### src/rtl/instr_sequencer.sv
// instr_sequencer: fetch/decode/execute controller for the 8-bit accumulator CPU.
// Fetches opcodes (and LDI/JMP operand bytes) over a req/ack port, holds the
// opcode in ir for the external decoder, and turns decoder enables into
// one-cycle execute strobes. Strobes, request and pulses are registered.
module instr_sequencer #(
  parameter int ADDR_WIDTH = 8,
  parameter int RST_VECTOR = 0
) (
  input  logic                  clk,
  input  logic                  rst_n,
  output logic                  imem_req,
  output logic [ADDR_WIDTH-1:0] imem_addr,
  input  logic [7:0]            imem_data,
  input  logic                  imem_ack,
  output logic [7:0]            ir,
  input  logic                  dec_rst,
  input  logic                  dec_ldi,
  input  logic                  dec_rf_en,
  input  logic                  dec_acu_en,
  input  logic                  dec_jmp_en,
  input  logic                  dec_r_or_w,
  output logic [7:0]            imm,
  output logic [ADDR_WIDTH-1:0] pc,
  output logic                  rf_en_o,
  output logic                  acu_en_o,
  output logic                  r_or_w_o,
  output logic                  ldi_o,
  output logic                  retire,
  output logic                  illegal
);

  typedef enum logic [1:0] {
    FETCH  = 2'd0,
    DECODE = 2'd1,
    OPER   = 2'd2,
    EXEC   = 2'd3
  } state_t;

  localparam logic [ADDR_WIDTH-1:0] RST_PC = ADDR_WIDTH'(RST_VECTOR);
  localparam logic [ADDR_WIDTH-1:0] PC_ONE = ADDR_WIDTH'(1);
  localparam logic [7:0]            NOP_OP = 8'd12;

  // Opcodes above 31 are outside the instruction set.
  function automatic logic is_illegal(input logic [7:0] op);
    return (op[7:5] != 3'b000);
  endfunction

  state_t                state_r, next_state_s;
  logic [ADDR_WIDTH-1:0] pc_r, pc_next_s;
  logic [7:0]            ir_r, imm_r;
  logic                  req_r, rf_r, acu_r, rw_r, ldi_r, retire_r, illegal_r;
  logic                  acc_s;
  logic                  strobe_s;

  // An ack counts only while a request is actually being driven.
  assign acc_s = req_r & imem_ack;

  // Leaving for EXEC from a legal opcode arms the decoder-driven strobes.
  assign strobe_s = (next_state_s == EXEC) && !is_illegal(ir_r);

  // Next-state and next-pc selection.
  always_comb begin
    next_state_s = state_r;
    pc_next_s    = pc_r;
    case (state_r)
      FETCH: begin
        if (acc_s) begin
          next_state_s = DECODE;
          pc_next_s    = pc_r + PC_ONE;
        end else begin
          next_state_s = FETCH;
        end
      end
      DECODE: begin
        if (is_illegal(ir_r)) begin
          next_state_s = EXEC;
        end else if (dec_rst) begin
          next_state_s = FETCH;
          pc_next_s    = RST_PC;
        end else if (dec_ldi || dec_jmp_en) begin
          next_state_s = OPER;
        end else begin
          next_state_s = EXEC;
        end
      end
      OPER: begin
        if (acc_s) begin
          next_state_s = EXEC;
          if (dec_jmp_en) begin
            pc_next_s = imem_data[ADDR_WIDTH-1:0];
          end else begin
            pc_next_s = pc_r + PC_ONE;
          end
        end else begin
          next_state_s = OPER;
        end
      end
      EXEC: begin
        next_state_s = FETCH;
      end
      default: begin
        next_state_s = FETCH;
      end
    endcase
  end

  // State and program counter registers.
  always_ff @(posedge clk or negedge rst_n) begin
    if (!rst_n) begin
      state_r <= FETCH;
      pc_r    <= RST_PC;
    end else begin
      state_r <= next_state_s;
      pc_r    <= pc_next_s;
    end
  end

  // Instruction and operand capture, only on accepted acks.
  always_ff @(posedge clk or negedge rst_n) begin
    if (!rst_n) begin
      ir_r  <= NOP_OP;
      imm_r <= 8'd0;
    end else begin
      if (state_r == FETCH && acc_s) begin
        ir_r <= imem_data;
      end
      if (state_r == OPER && acc_s) begin
        imm_r <= imem_data;
      end
    end
  end

  // Registered request, execute strobes and retire/illegal pulses.
  always_ff @(posedge clk or negedge rst_n) begin
    if (!rst_n) begin
      req_r     <= 1'b0;
      rf_r      <= 1'b0;
      acu_r     <= 1'b0;
      rw_r      <= 1'b0;
      ldi_r     <= 1'b0;
      retire_r  <= 1'b0;
      illegal_r <= 1'b0;
    end else begin
      req_r     <= (next_state_s == FETCH) || (next_state_s == OPER);
      rf_r      <= strobe_s & dec_rf_en;
      acu_r     <= strobe_s & dec_acu_en;
      rw_r      <= strobe_s & dec_r_or_w;
      ldi_r     <= strobe_s & dec_ldi;
      retire_r  <= (next_state_s == EXEC);
      illegal_r <= (state_r == FETCH) && acc_s && is_illegal(imem_data);
    end
  end

  assign imem_req  = req_r;
  assign imem_addr = pc_r;
  assign pc        = pc_r;
  assign ir        = ir_r;
  assign imm       = imm_r;
  assign rf_en_o   = rf_r;
  assign acu_en_o  = acu_r;
  assign r_or_w_o  = rw_r;
  assign ldi_o     = ldi_r;
  assign retire    = retire_r;
  assign illegal   = illegal_r;

endmodule

### config.mk
export PLATFORM = sky130hd
export DESIGN_NAME = instr_sequencer
export DESIGN_NICKNAME = d
export VERILOG_FILES = /design/src/rtl/instr_sequencer.sv
export SDC_FILE = /design/constraint.sdc
export NUM_CORES = 1
export LEC_CHECK = 0
export ABC_AREA = 1
export CAP_MARGIN = 30
export CORE_MARGIN = 4
export CORE_UTILIZATION = 35
export CTS_BUF_LIST = sky130_fd_sc_hd__clkbuf_8 sky130_fd_sc_hd__clkbuf_16
export CTS_CLUSTER_SIZE = 20
export DETAILED_ROUTE_END_ITERATION = 8
export PLACE_DENSITY = 0.66
export SLEW_MARGIN = 20
export SYNTH_ARGS = -nofsm -noshare
export SYNTH_HDL_FRONTEND = slang
export SYNTH_SLANG_ARGS = --single-unit
### constraint.sdc
create_clock -name clk -period 1.5 [get_ports clk]
set_input_delay 0.225 -clock clk [delete_from_list [all_inputs] [get_ports clk]]
set_output_delay 0.225 -clock clk [all_outputs]
set_load 0.05 [all_outputs]
; ---- Yosys cells after proc, flatten, opt, wreduce, memory -nomap -nowiden
; Index checks and enable logic that the tools add are counted.
[word_totals]
n_memories = 0
register_bits = 33
latchBits = 0
ram_bits = 0
inputBits = 17
wordCells = 51
romBits = 0
[classes]
n_mul = 0
n_addsub = 1
n_shift = 0
order_cmp = 0
n_eq_ne = 9
muxes = 12
div = 0
reduce_logical = 13
bitwise_logic = 5
[op_table]
columns = operator, n
row1 = $mux 8, 5
row2 = $pmux 8 s3, 1
row3 = $reduce_bool 3->1, 3
row4 = $add 8x1->8 const B, 1
row5 = $eq 2x2->1 const B, 4
row6 = $ne 2x2->1 const B, 4
row7 = $pmux 2 s4, 1
row8 = $and 1x1->1, 5
row9 = $reduce_and 5->1, 1
row10 = $logic_and 1x1->1, 4
row11 = $logic_not 2->1, 2
row12 = $mux 2, 2
row13 = $mux 1, 3
row14 = $eq 2x1->1 const B, 1
row15 = $logic_or 1x1->1, 2
row16 = $logic_not 1->1, 1

; ---- Logic depth before layout (Yosys ltp)
; Gate-level depths: netlist of run 1.
[depth]
word_depth = 8
ltp_mapped = 11
depth_no_buf = 11

; ---- Least setup slack after synthesis of run 1
; No wires, ideal clock.
[synth_timing]
kind = register -> register
start = register pc_r[1], in the netlist imem_addr[1]
end = register pc_r[6], in the netlist imem_addr[6]
setup_ps = 118
stages_incl_launch_ff = 8
path_buffers = 0
period_less_slack_ps = 1558
path_slack_ps = -58
arrival_ps = 1440
path_cell_list = dfrtp_1 -> ha_1 -> nand3_1 -> nor2_1 -> xnor2_1 -> nand2_1 -> nand3_1 -> nand2_1
[synth_via]
elab_chain_cells = 4
elab_cells_between_ends = 5
classes_between = add/sub: 1 / mux: 4
[synth_rtl]
columns = element, line
row1 = "start, declared", 49  ; logic [ADDR_WIDTH-1:0] pc_r, pc_next_s;
row2 = "start signal, assigned", 114  ; pc_r <= pc_next_s;
row3 = $add 8x1->8 *, "69, 92"
row4 = $mux 8, 89  ; if (dec_jmp_en) begin
row5 = $mux 8, 87  ; if (acc_s) begin
row6 = $pmux 8 s3 *, 65  ; case (state_r)
; Mark *: on every way between the ends. The rest lies on a longest branch, timed or not. The select of a mux whose other input is x is not followed.
; A chain may end at the register's enable or synchronous reset.

; ---- Worst setup path after layout of run 1
[layout_timing]
start = register state_r[1]
end = register pc_r[0], in the netlist imem_addr[0]
[layout_via]
elab_chain_cells = 3
elab_cells_between_ends = 10
classes_between = eq/ne: 6 / mux: 1 / reduce/logical: 3
[layout_rtl]
columns = element, line
row1 = "start, declared", 48  ; state_t state_r, next_state_s;
row2 = "start signal, assigned", 113  ; state_r <= next_state_s;
row3 = "$eq 2x1->1, or another cell as far along", 65
row4 = $ne 2x2->1 (no line) / $reduce_bool 3->1 (equally long branches), -
row5 = $reduce_and 5->1 (no line), -
; Several ways; a longest one is shown, not always the timed one.

==> results of run 1 <==
sequential cells by signal (all words and copies together) (netlist names):
name,cells
imem_req,1
ir,8
imm,8
imem_addr,8
rf_en_o,1
ldi_o,1
state_r,2
illegal,1
acu_en_o,1
r_or_w_o,1
retire,1
logic make-up after synthesis:
kind of cell,after synthesis
buf+inv,42
xor+xnor,1
fa+ha+maj,5
compound gates,34
simple gates,88
flops,33
final cells by class:
class | instances | area [um^2] | share of cell area [%]
timing repair buffer | 74 | 858 | 32.1
sequential | 33 | 831 | 31.0
multi-input combinational | 128 | 697 | 26.0
inverter | 32 | 125 | 4.67
clock buffer | 7 | 96.3 | 3.60
tap | 52 | 65.1 | 2.43
clock inverter | 1 | 5.00 | 0.187
worst min path at each step:
stage / end / slack, ns / cells after the start
after detailed placement: ir[1] / 0.48 / 2
final: imem_addr[7] / 0.28 / 2
after CTS: imem_addr[7] / 0.28 / 2
after global placement: ir[0] / 0.47 / 2
after floorplan: acu_en_o / -0.07 / 0
after global routing: imem_addr[7] / 0.30 / 2
worst max-delay path: stages (launching register included):
cell and delay (ns):
sky130_fd_sc_hd__dfrtp_1 0.44, sky130_fd_sc_hd__inv_2 0.09, sky130_fd_sc_hd__ha_4 0.16, sky130_fd_sc_hd__inv_2 0.04, sky130_fd_sc_hd__nand2_2 0.04, sky130_fd_sc_hd__nand2_1 0.06
sky130_fd_sc_hd__o21ai_1 0.06, sky130_fd_sc_hd__inv_1 0.10, sky130_fd_sc_hd__nand2_4 0.11, sky130_fd_sc_hd__nor2_4 0.15, sky130_fd_sc_hd__nand2_1 0.06, sky130_fd_sc_hd__o21ai_1 0.08
stage by stage:
step / cells / hold slack [ns] / utilization (%) / worst slack [ns] / setup TNS (ns)
after global placement: 315 / 0.474 / 55.8 / 0.0365 / 0
after CTS: 323 / 0.279 / 58.1 / 0.0121 / 0
final: 327 / 0.279 / 59.8 / 0.0298 / 0
after detailed placement: 315 / 0.477 / 55.8 / -0.00775 / -0.00775
after floorplan: 203 / -0.0706 / - / 0.0168 / 0
after global routing: 327 / 0.302 / 59.8 / -0.0839 / -0.471
metal layers:
| layer | vias up | GRT usage, % | wire length, um |
|---|---|---|---|
| met4 | 0 | 5.16 | 53 |
| met1 | 714 | 16.5 | 1710 |
| met3 | 6 | 4.80 | 314 |
| li1 | 765 | - | - |
| met2 | 42 | 24.1 | 2070 |
| met5 | - | 0 | 0 |
timing repair:
action                     CTS  global route
setup endpoints to repair    3            16
cloned                       0             0
resized for setup            1            16
setup buffers                0             4
pin swaps                    0             2
hold buffers                 0             0
power by group through the flow:
stage	clock (mW)	combinational (mW)	sequential, mW
floorplan	0	1.53	2.56
global placement	0	4.23	1.53
detailed placement	0	4.28	1.54
CTS	0.751	4.29	1.52
global route	0.792	4.83	1.58
finish	0.736	4.51	1.53
cell usage after synthesis:
library cell / count / area share [%]
sky130_fd_sc_hd__o21ai_4: 1 / 0.97
sky130_fd_sc_hd__nor2_1: 9 / 2.0
sky130_fd_sc_hd__nand3b_1: 2 / 0.90
sky130_fd_sc_hd__o22ai_1: 1 / 0.37
sky130_fd_sc_hd__o21ai_2: 2 / 1.0
sky130_fd_sc_hd__nand2_1: 61 / 14
sky130_fd_sc_hd__inv_2: 2 / 0.45
sky130_fd_sc_hd__a21oi_1: 4 / 1.2
sky130_fd_sc_hd__nand4_1: 1 / 0.37
sky130_fd_sc_hd__or2_2: 1 / 0.37
sky130_fd_sc_hd__nand3_1: 8 / 2.4
sky130_fd_sc_hd__buf_2: 2 / 0.60
sky130_fd_sc_hd__dfrtp_1: 31 / 46
sky130_fd_sc_hd__inv_4: 1 / 0.37
sky130_fd_sc_hd__nand2_2: 2 / 0.75
sky130_fd_sc_hd__xnor2_1: 1 / 0.52
sky130_fd_sc_hd__dfstp_2: 2 / 3.1
sky130_fd_sc_hd__a31oi_1: 1 / 0.37
sky130_fd_sc_hd__nand3_2: 1 / 0.60
sky130_fd_sc_hd__nand2_4: 1 / 0.67
sky130_fd_sc_hd__ha_1: 5 / 3.7
sky130_fd_sc_hd__o21ai_1: 2 / 0.60
sky130_fd_sc_hd__nor2_4: 2 / 1.3
sky130_fd_sc_hd__o21ai_0: 22 / 6.6
sky130_fd_sc_hd__inv_1: 29 / 6.5
sky130_fd_sc_hd__buf_4: 8 / 3.6
sky130_fd_sc_hd__a211oi_1: 1 / 0.45
==> metrics.txt, run 1 <==
# TYPE chip_impl_metric gauge
chip_impl_info{name="outcome",value="completed"} 1
chip_impl_metric{name="fill_cell_count",unit=""} 385
chip_impl_metric{name="power_density",unit="mW/mm^2"} 2530
chip_impl_metric{name="path_clk_slew",unit="ns"} 0.07
chip_impl_info{name="worst_setup_path_end_kind",value="register"} 1
chip_impl_metric{name="gp_congestion",unit=""} 0.808
chip_impl_metric{name="grtUsageTotal",unit="%"} 14.2
chip_impl_metric{name="final_period_util",unit="%"} 98.0
chip_impl_metric{name="synth_compound_gate_area_share",unit="%"} 11.6
chip_impl_metric{name="power.switching_fraction",unit="%"} 48.4
chip_impl_metric{name="sink_count",unit=""} 33
chip_impl_metric{name="drc",unit=""} 0
chip_impl_metric{name="layout.nets",unit=""} 296
chip_impl_metric{name="routed-via-count",unit=""} 1527
chip_impl_metric{name="r2r_setup_slack",unit="ns"} 0.03
chip_impl_metric{name="dp.final_hpwl",unit="mm"} 3.24
chip_impl_metric{name="post_synth_mux_area_share",unit="%"} 0
chip_impl_metric{name="post_synth_num_cell_types",unit=""} 27
chip_impl_info{name="root_buffer",value="sky130_fd_sc_hd__clkbuf_8"} 1
chip_impl_metric{name="placement.cell_area",unit="mm^2"} 0.00250
chip_impl_metric{name="io_pins",unit=""} 56
chip_impl_metric{name="synth_area_in_adders",unit="%"} 3.74
chip_impl_metric{name="power.combinational.fraction",unit="%"} 66.6
chip_impl_metric{name="power.share.clock",unit="%"} 10.8
chip_impl_metric{name="area.growth.synth_to_final",unit="%"} 60.1
chip_impl_metric{name="drt_first_pass_iters",unit=""} 4
chip_impl_metric{name="sequentialPowerShare",unit="%"} 22.6
chip_impl_metric{name="post_synth_xor_area_fraction",unit="%"} 0.524
chip_impl_info{name="worst_r2r_startpoint",value="state_r[1]"} 1
chip_impl_metric{name="drive_gt1_share",unit="%"} 34.9
chip_impl_info{name="synth_top_family_by_area",value="simple AND/OR/NAND/NOR gates"} 1
chip_impl_metric{name="p_switching",unit="mW"} 3.28
chip_impl_metric{name="required",unit="ns"} 1.70
chip_impl_metric{name="first_global_vias",unit=""} 1539
chip_impl_metric{name="grt-ovfl-total",unit=""} 0
chip_impl_metric{name="avgSynthCellArea",unit="um^2"} 8.24
chip_impl_metric{name="route.antenna.remaining_nets",unit=""} 0
chip_impl_metric{name="viasPerCell",unit=""} 4.67
chip_impl_info{name="worstSetupPathType",value="reg -> reg"} 1
chip_impl_metric{name="start_util",unit="%"} 37.4
chip_impl_metric{name="synth.yosys.warnings",unit=""} 0
chip_impl_metric{name="yosys_register_bits",unit=""} 33
chip_impl_info{name="crit_end",value="imem_addr[0]"} 1
chip_impl_metric{name="post_synthesis_net_count",unit=""} 225
chip_impl_metric{name="internal-power",unit="mW"} 3.50
chip_impl_metric{name="power.static_leakage",unit="nW"} 1.36
chip_impl_metric{name="postSynthCellCount",unit=""} 203
chip_impl_info{name="layout.cells.most_common",value="sky130_fd_sc_hd__nand2_1"} 1
chip_impl_metric{name="antenna_found_initial",unit=""} 0
chip_impl_info{name="hold_class",value="in -> async"} 1
chip_impl_metric{name="worstSkewPairLatency",unit="ns"} 0.28
chip_impl_metric{name="synthSimpleGateAreaFrac",unit="%"} 23.1
chip_impl_metric{name="ys_seq_area_share",unit="%"} 49.5
chip_impl_info{name="most_frequent_cells_in_the_layout",value="sky130_fd_sc_hd__nand2_1 (59), sky130_fd_sc_hd__buf_4 (37), sky130_fd_sc_hd__dfrtp_1 (29)"} 1
chip_impl_metric{name="numPortBuffers",unit=""} 55
chip_impl_metric{name="die_y",unit="um"} 77.1
chip_impl_metric{name="drt-wirelength-per-cell",unit="um"} 12.7
chip_impl_metric{name="worst_clock_skew",unit="ns"} 0.00630
chip_impl_metric{name="rows",unit=""} 24
chip_impl_metric{name="syn-cell-area",unit="mm^2"} 0.00167
chip_impl_info{name="reg2reg_to",value="imem_addr[0]"} 1
chip_impl_metric{name="report.power.total",unit="mW"} 6.78
chip_impl_metric{name="cts.htree.levels",unit=""} 2
chip_impl_metric{name="worstPathArrival",unit="ns"} 1.68
chip_impl_metric{name="postRouteWirelength",unit="mm"} 4.14
chip_impl_metric{name="fp.dieW",unit="um"} 77.1
chip_impl_metric{name="rr_worst_depth",unit=""} 11
chip_impl_metric{name="finalHoldViolations",unit=""} 0
chip_impl_metric{name="slew_viol_final",unit=""} 0
chip_impl_metric{name="max_clock_freq",unit="MHz"} 680
chip_impl_metric{name="finalSetupViolations",unit=""} 0
chip_impl_metric{name="first_pass_grt_wire_length",unit="mm"} 6.91
chip_impl_metric{name="antennaDiodeCount",unit=""} 0
chip_impl_info{name="grt_setup_unrepaired",value="yes"} 1
chip_impl_metric{name="cts-root-to-sink-buffers",unit=""} 2
chip_impl_metric{name="post-route-min-period",unit="ns"} 1.47
chip_impl_metric{name="die_area",unit="mm^2"} 0.00595
chip_impl_metric{name="worst_slew_margin_rel",unit="%"} 71.3
chip_impl_metric{name="cts-buffers-inserted",unit=""} 5
chip_impl_info{name="cts_tree",value="built"} 1
chip_impl_metric{name="grt_max_degree",unit=""} 20
chip_impl_info{name="startpoint_type",value="register"} 1
chip_impl_metric{name="drtIter0Drc",unit=""} 133
chip_impl_metric{name="drv_cap",unit=""} 0
chip_impl_metric{name="tightest_slew",unit="ns"} 0.430
chip_impl_info{name="timing.critical_path.from",value="state_r[1]"} 1
chip_impl_metric{name="timing.critical_path.fanout_max",unit=""} 8
chip_impl_metric{name="coreArea",unit="mm^2"} 0.00447
chip_impl_metric{name="post-route-cell-area",unit="mm^2"} 0.00268
chip_impl_metric{name="ir_drop",unit="mV"} 1.26
(Power assumes the default switching activity.)
==> run 2, diff against run 1 <==
--- a/config.mk
+++ b/config.mk
@@ -12,7 +12,7 @@
 export CTS_BUF_LIST = sky130_fd_sc_hd__clkbuf_8 sky130_fd_sc_hd__clkbuf_16
 export CTS_CLUSTER_SIZE = 20
 export DETAILED_ROUTE_END_ITERATION = 8
-export PLACE_DENSITY = 0.66
+export MAX_ROUTING_LAYER = met4
 export SLEW_MARGIN = 20
 export SYNTH_ARGS = -nofsm -noshare
 export SYNTH_HDL_FRONTEND = slang
==> constraint.sdc (replaced) <==
create_clock -name clk -period 1.73 [get_ports clk]
set_input_delay 0.2595 -clock clk [delete_from_list [all_inputs] [get_ports clk]]
set_output_delay 0.2595 -clock clk [all_outputs]
set_load 0.05 [all_outputs]
==> run 2 against run 1 <==
  * Utilization down 10 points
  * Critical path depth unchanged
  * Clock skew down 0.0011 ns
  * Clock power down 23%
  * Clock-buffer cell count down 2
  * Sequential power down 14%
  * Highest routed layer unchanged
==> metrics.txt, run 2 (synthesis results as in run 1) <==
# TYPE chip_impl_metric gauge
chip_impl_metric{name="holdBufCountCts",unit=""} 0
chip_impl_metric{name="dp.final_hpwl",unit="mm"} 3.11
chip_impl_metric{name="viasPerCell",unit=""} 4.55
chip_impl_metric{name="inst_count_dp",unit=""} 303
chip_impl_metric{name="antenna_found_initial",unit=""} 0
chip_impl_metric{name="tightest_slew",unit="ns"} 0.498
chip_impl_metric{name="post-route-worst-setup-slack",unit="ns"} 0.168
chip_impl_metric{name="slowest_delay",unit="ns"} 0.38
chip_impl_metric{name="fin_util",unit="%"} 49.8
chip_impl_metric{name="route.antenna.remaining_nets",unit=""} 0
chip_impl_metric{name="grtUsageTotal",unit="%"} 14.3
chip_impl_metric{name="drive_gt1_share",unit="%"} 25.1
chip_impl_info{name="most_frequent_cells_in_the_layout",value="sky130_fd_sc_hd__nand2_1 (61), sky130_fd_sc_hd__buf_4 (42), sky130_fd_sc_hd__dfrtp_1 (31)"} 1
chip_impl_metric{name="drc",unit=""} 0
chip_impl_metric{name="antennaDiodeCount",unit=""} 0
chip_impl_info{name="startpoint_type",value="register"} 1
chip_impl_metric{name="numPortBuffers",unit=""} 55
chip_impl_metric{name="drt_first_pass_iters",unit=""} 4
chip_impl_metric{name="coreArea",unit="mm^2"} 0.00447
chip_impl_metric{name="gp_congestion",unit=""} 0.820
chip_impl_metric{name="post_cts.repair.setup_buffers",unit=""} 0
chip_impl_info{name="worstPathCellList",value="inv_1, ha_1, inv_2, nand2_1, nand2_1, o21ai_0, inv_1, nand2_4, inv_4, nand3_1, o21ai_1"} 1
chip_impl_metric{name="slew_viol_final",unit=""} 0
chip_impl_metric{name="fill_cell_count",unit=""} 441
chip_impl_metric{name="ir_drop",unit="mV"} 0.919
chip_impl_info{name="worstSetupPathType",value="reg -> reg"} 1
chip_impl_metric{name="worstPathBufferInverterCount",unit=""} 4
chip_impl_metric{name="required",unit="ns"} 1.89
chip_impl_metric{name="routed-via-count",unit=""} 1414
chip_impl_metric{name="die_y",unit="um"} 77.1
chip_impl_metric{name="worst_clock_skew",unit="ns"} 0.00519
chip_impl_metric{name="cts-buffers-inserted",unit=""} 5
chip_impl_metric{name="finalSetupViolations",unit=""} 0
chip_impl_info{name="cts_tree",value="built"} 1
chip_impl_metric{name="timing.critical_path.fanout_max",unit=""} 8
chip_impl_metric{name="post-route-min-period",unit="ns"} 1.56
chip_impl_metric{name="io_pins",unit=""} 56
chip_impl_metric{name="rows",unit=""} 24
chip_impl_metric{name="final_period_util",unit="%"} 90.3
chip_impl_metric{name="finalHoldViolations",unit=""} 0
chip_impl_info{name="worst_setup_path_end_kind",value="register"} 1
chip_impl_metric{name="grt-ovfl-total",unit=""} 0
chip_impl_metric{name="path_clk_slew",unit="ns"} 0.07
chip_impl_info{name="path_delay_family",value="flip-flops"} 1
chip_impl_metric{name="post_cts_resized",unit=""} 0
chip_impl_info{name="hold_class",value="in -> async"} 1
chip_impl_metric{name="sink_count",unit=""} 33
chip_impl_metric{name="power.static_leakage",unit="nW"} 1.20
chip_impl_metric{name="cts-root-to-sink-buffers",unit=""} 2
chip_impl_metric{name="drv_cap",unit=""} 0
chip_impl_metric{name="max_clock_freq",unit="MHz"} 640
chip_impl_info{name="grt_setup_unrepaired",value="no"} 1
chip_impl_metric{name="pre_cts_slack",unit="ns"} 0.181
chip_impl_metric{name="drt-wirelength-per-cell",unit="um"} 12.9
chip_impl_metric{name="worstPathArrival",unit="ns"} 1.72
chip_impl_metric{name="power_density",unit="mW/mm^2"} 2180
chip_impl_info{name="root_buffer",value="sky130_fd_sc_hd__clkbuf_8"} 1
chip_impl_metric{name="start_util",unit="%"} 37.4
chip_impl_metric{name="grt_max_degree",unit=""} 18
chip_impl_metric{name="post-route-cell-area",unit="mm^2"} 0.00223
chip_impl_metric{name="setup_total_negative_slack",unit="ns"} 0
chip_impl_metric{name="cts.htree.levels",unit=""} 2
chip_impl_metric{name="drtIter0Drc",unit=""} 98
chip_impl_metric{name="fin_cells",unit=""} 311
chip_impl_metric{name="placement.cell_area",unit="mm^2"} 0.00214
chip_impl_info{name="outcome",value="completed"} 1
chip_impl_metric{name="worstSkewPairLatency",unit="ns"} 0.28
chip_impl_info{name="layout.cells.most_common",value="sky130_fd_sc_hd__nand2_1"} 1
chip_impl_metric{name="layout.nets",unit=""} 280
chip_impl_metric{name="first_pass_grt_wire_length",unit="mm"} 6.65
chip_impl_metric{name="fp.dieW",unit="um"} 77.1
chip_impl_metric{name="area.growth.synth_to_final",unit="%"} 33.3
chip_impl_metric{name="worst_slew_margin_rel",unit="%"} 66.7
chip_impl_metric{name="postRouteWirelength",unit="mm"} 4.01
chip_impl_info{name="cpMaxStageDelayCell",value="sky130_fd_sc_hd__dfrtp_1"} 1
chip_impl_metric{name="first_global_vias",unit=""} 1348
chip_impl_metric{name="die_area",unit="mm^2"} 0.00595
run 2: cell types whose count changed in the layout (fill, tap and decap cells not counted), moves of 3 or more:
cell                     before  now
sky130_fd_sc_hd__buf_12      21    0
sky130_fd_sc_hd__buf_4       37   42
sky130_fd_sc_hd__inv_1       24   29
sky130_fd_sc_hd__inv_2        6    2
sky130_fd_sc_hd__ha_1         2    5
run 2: path summary, 6_finish.rpt:
kind / start / slack, ns / depth (start not counted) / end
worst max-delay path: state_r[0] / 0.17 / 11 / imem_addr[3]
max in group asynchronous: rst_n / 0.92 / 2 / imem_req
min in group clk: dec_acu_en / 0.49 / 3 / acu_en_o
worst max register to register: state_r[0] / 0.17 / 11 / imem_addr[3]
worst min-delay path: rst_n / 0.26 / 1 / imm[1]
worst min register to register: imm[0] / 0.49 / 2 / imm[0]
run 2: area by class of cell:
cell class | count | area [um^2] | share of cell area [%]
inverter | 32 | 123 | 5.50
timing repair buffer | 58 | 475 | 21.3
clock buffer | 5 | 68.8 | 3.09
clock inverter | 3 | 17.5 | 0.786
multi-input combinational | 128 | 652 | 29.2
sequential | 33 | 828 | 37.1
tap | 52 | 65.1 | 2.92
run 2: stage by stage:
step                      power, mW  hold WS [ns]
after global placement         4.30         0.470
after detailed placement       4.33         0.478
after floorplan                3.54       -0.0361
after CTS                      4.91         0.258
final                          4.86         0.256
after global routing           5.20         0.272
run 2: where the power goes:
group | switching [mW] | total (mW) | internal [mW]
combinational | 2.12 | 2.99 | 0.867
clock | 0.289 | 0.567 | 0.277
sequential | 0.223 | 1.31 | 1.08
run 2: layer usage:
layer	track usage, %	routed length, um	up-vias
met5	-	0	-
met4	4.27	44	0
met3	4.68	299	6
met2	20.7	1690	55
met1	18.9	1980	617
li1	-	-	736
